==> config.mk <==
export PLATFORM = sky130hd
export DESIGN_NAME = nds_rr_arb_oh
export DESIGN_NICKNAME = d
export VERILOG_FILES = /design/src/rtl/nds_rr_arb_oh.sv
export SDC_FILE = /design/constraint.sdc
export NUM_CORES = 1
export LEC_CHECK = 0
export ABC_AREA = 1
export BUFFER_PORTS_ARGS = -buffer_cell sky130_fd_sc_hd__buf_4
export CORE_MARGIN = 5
export CORE_UTILIZATION = 44
export CTS_CLUSTER_DIAMETER = 50
export CTS_CLUSTER_SIZE = 30
export DETAILED_ROUTE_END_ITERATION = 10
export HOLD_SLACK_MARGIN = 0.08
export PLACE_DENSITY = 0.67
export SETUP_SLACK_MARGIN = 0.5
export SYNTH_ARGS = -nofsm -noshare
export SYNTH_HDL_FRONTEND = slang
export SYNTH_SLANG_ARGS = --single-unit
==> constraint.sdc <==
create_clock -name clk -period 2.5 [get_ports clk]
set_input_delay 0.125 -clock clk [delete_from_list [all_inputs] [get_ports clk]]
set_output_delay 0.125 -clock clk [all_outputs]
set_load 0.005 [all_outputs]
==> src/rtl/nds_rr_arb_oh.sv <==
// Round-robin arbiter with registered one-hot grant and binary index.
// Grant holds until accepted; priority then rotates past the winner.
module nds_rr_arb_oh #(
    parameter int N = 8,
    localparam int W = $clog2(N)
) (
    input  logic         clk,
    input  logic         reset_n,
    input  logic [N-1:0] req,
    output logic [N-1:0] grant_oh,
    output logic [W-1:0] grant_idx,
    output logic         grant_valid,
    input  logic         grant_ready,
    output logic [N-1:0] ack
);

    logic [N-1:0] gnt_q;
    logic [W-1:0] idx_q;
    logic         valid_q;
    logic [N-1:0] prio_ptr;

    logic         load;
    logic         accept;
    logic [N-1:0] eff_req;
    logic [N-1:0] rot_gnt;
    logic [N-1:0] arb_ptr;
    logic [N-1:0] upper;
    logic [N-1:0] next_gnt;
    logic [W-1:0] next_idx;

    function automatic logic [W-1:0] oh2bin(input logic [N-1:0] oh);
        logic [W-1:0] b;
        b = '0;
        for (int i = 0; i < N; i++) begin
            if (oh[i]) b = b | W'(i);
        end
        return b;
    endfunction

    // Grant state: IDLE is gnt_q==0, HOLD is gnt_q!=0 awaiting ready.
    always_ff @(posedge clk or negedge reset_n) begin
        if (!reset_n) begin
            gnt_q    <= '0;
            idx_q    <= '0;
            valid_q  <= 1'b0;
            prio_ptr <= N'(1);
        end else if (load) begin
            gnt_q   <= next_gnt;
            idx_q   <= next_idx;
            valid_q <= |next_gnt;
            if (accept) prio_ptr <= rot_gnt;
        end
    end

    // Next grant: first eligible request at or above the pointer, else wrap.
    always_comb begin
        load    = ~valid_q | grant_ready;
        accept  = valid_q & grant_ready;
        eff_req = req & ~(gnt_q & {N{grant_ready}});
        rot_gnt = {gnt_q[N-2:0], gnt_q[N-1]};
        arb_ptr = accept ? rot_gnt : prio_ptr;
        upper   = eff_req & ~(arb_ptr - N'(1));
        if (|upper) begin
            next_gnt = upper & (~upper + N'(1));
        end else begin
            next_gnt = eff_req & (~eff_req + N'(1));
        end
        next_idx = oh2bin(next_gnt);
    end

    // Outputs: registered grant view plus combinational accept pulse.
    always_comb begin
        grant_oh    = gnt_q;
        grant_idx   = idx_q;
        grant_valid = valid_q;
        ack         = gnt_q & {N{grant_ready}};
    end

    a_onehot: assert property (@(posedge clk) disable iff (!reset_n)
        $onehot0(grant_oh))
        else $error("grant_oh not one-hot");

    a_idx: assert property (@(posedge clk) disable iff (!reset_n)
        grant_idx == oh2bin(grant_oh))
        else $error("grant_idx does not match grant_oh");

    a_hold: assert property (@(posedge clk) disable iff (!reset_n)
        (grant_valid && !grant_ready) |=> $stable(grant_oh))
        else $error("grant changed while holding");

    a_req: assert property (@(posedge clk) disable iff (!reset_n)
        (grant_oh & ~req & ~ack) == '0)
        else $error("granted request dropped before ack");

endmodule

==> flow_summary.ini <==
[status]
status = finished, final reports clean

[sta]
finalHoldViolCount = 0
min_period_ns = 2.117
final_max_slew_viol_count = 0
setup_ws_ns = 0.3833
rsz0062_at_grt = true
setup_viol = 0
fin_crit_sh_pct = 84.67
worstMarginPinSlew_ns = 0.5301
setup-tns-final_ns = 0
timing.fmax_ghz = 0.4724
slew-limit-headroom_pct = 64.58
hold_ws_ns = 0.2311
skew_ns = 0.004796

[route]
drt-vias-per-instance = 4.793
post_drt_wl_per_cell_um = 12.82
detail-route-antenna-nets = 0
finalWirelength_um = 3783
via_count = 1414
drc = 0
drtIter0Drc = 52
drt_first_pass_iters = 4

[placement]
post_dp_cell_area_um2 = 1767
place_congestion = 0.8203
dp.cells = 278
dp_slack_ns = 0.2887
hpwlAfterDp_um = 2774
portBuffers = 30

[clock_network]
cts_buffers = 3
clk_pin_slew_ns = 0.12
htree_levels = 1
cts_buffer_depth = 2
cts.sinks = 20
clock_latency_ns = 0.31
cts_tree = done
cts_root_buffer = clkbuf_4

[global_route]
grt_pass1_wl_um = 6348
antenna_found_initial = 0
track_usage_pct = 18.31
grt_pass1_vias = 1387
grt_max_degree = 21
overflow = 0

[die]
num_rows = 20
coreArea_um2 = 3103
start_util_pct = 46.53
die_h_um = 67.29
die_x_um = 67.29
die_area_um2 = 4527
io-pin-count = 31

[critical_path]
path_max_fanout = 7
crit_path_end_kind = register
critPathRequiredTime_ns = 2.71
critPathMaxStageDelay_ns = 0.45
path_cells = nand2_8 > buf_4 > nand2_2 > nand2_4 > nor2_4 > buf_4 > nand4_1 > nand3_2 > nand2_4 > nor2_8 > nand3_2 > nand2_2 > nand2_1 > nor2_1 > nand2_1
startpoint_type = register
critical_path_class = reg -> reg
crit_slowest_cell = dfrtp_2
cp_top_family = simple AND/OR/NAND/NOR gates
crit_buf_inv = 2
crit_arrival_ns = 2.32

[synthesis]
seq_area_frac_synth_pct = 34.75
synth_cell_types = 28
syn-num-nets = 219
netlist_instances = 207
synth_area_um2 = 1444
synth.avg_cell_area_um2 = 6.975
ys_seq_elements = 20
yosys_warnings = 0

[power]
ir_drop_mv = 0.7814
p_per_area_nw_per_um2 = 1292
p_leak_nw = 1.060

[finish]
final_cell_mix = 43 x nand2_1, 41 x buf_4, 26 x inv_1
final_area_um2 = 1981
antenna_cells = 0
drive_gt1_share_pct = 44.62
syn2layout_area_growth_pct = 37.18
fin_nets = 264
seqCellArea_um2 = 503.0
multi_input_area_um2 = 913.4
final_cells = 295
fillers = 308
final_common_cell = nand2_1

[worst_hold_path]
hp-class = in -> async

[run]
maxCapViolations = 0
==> cell families (layout without fill, tap and decap cells) <==
logic type / after synthesis / in the layout / synth area share, %
adder cells (fa/ha/maj): 1 / 1 / 0.8664
flip-flops: 20 / 20 / 34.75
AND/OR/NAND/NOR: 131 / 131 / 45.67
buffers and inverters: 40 / 84 / 11.35
AO/OA/AOI/OAI: 15 / 15 / 7.366
==> synthesized netlist by cell type, drive strengths merged <==
cell | number | area share [%]
a21oi | 3 | 1.0
a31oi | 3 | 1.3
buf | 2 | 1.3
clkbuf | 1 | 0.26
dfrtp | 19 | 33
dfstp | 1 | 1.8
ha | 1 | 0.87
inv | 37 | 9.8
nand2 | 65 | 20
nand3 | 24 | 9.0
nand4 | 7 | 3.0
nor2 | 30 | 12
nor3 | 3 | 1.0
o21a | 2 | 1.0
o21ai | 7 | 4.0
or2 | 2 | 0.87
==> routing by layer <==
layer	vias up	global-route usage (%)	share of wire [%]
li1	736	-	-
met1	661	23.67	45
met2	15	32.02	52
met3	2	3.494	2.6
met4	0	3.038	0.50
met5	-	0	0
==> final cells by class <==
type                       count  area share [%]
multi-input combinational    147           46.11
timing repair buffer          43           16.61
sequential                    20           25.39
inverter                      37           7.265
tap                           44           2.780
clock buffer                   4           1.832
==> flip-flops by register name (all words and copies together), names as in the netlist <==
| register | cells |
|---|---|
| grant_oh | 8 |
| prio_ptr | 8 |
| grant_valid | 1 |
| grant_idx | 3 |
==> stage by stage <==
stage | util, % | power [mW]
after global placement | 56.94 | 2.122
after CTS | 61.65 | 2.445
after floorplan | - | 1.713
after detailed placement | 56.94 | 2.123
final | 63.83 | 2.559
after global routing | 63.83 | 2.795
==> report_power, final <==
| part | leakage, nW | switching, mW | total [mW] | internal [mW] |
|---|---|---|---|---|
| Combinational | 0.794 | 1.02 | 1.75 | 0.730 |
| Sequential | 0.245 | 0.136 | 0.617 | 0.481 |
| Clock | 0.0210 | 0.105 | 0.194 | 0.0889 |
| Total | 1.06 | 1.26 | 2.56 | 1.30 |
==> what timing repair did <==
action,CTS,global route
endpoints found under the hold margin,20,0
endpoints found under the setup margin,12,12
hold buffers,1,0
resized for setup,7,14
setup buffers,9,3
pin swaps,9,13
==> final timing paths <==
kind | startpoint | to | slack, ns | depth (start not counted)
worst max-delay path | grant_valid | grant_valid | 0.38 | 15
worst min-delay path | reset_n | prio_ptr[2] | 0.23 | 2
worst max register to register | grant_valid | grant_valid | 0.38 | 15
worst min register to register | prio_ptr[7] | prio_ptr[7] | 0.52 | 2
max in group asynchronous | reset_n | prio_ptr[0] | 2.00 | 2
min in group clk | grant_ready | prio_ptr[6] | 0.24 | 3
No activity file was read; power rests on OpenSTA's default activity.
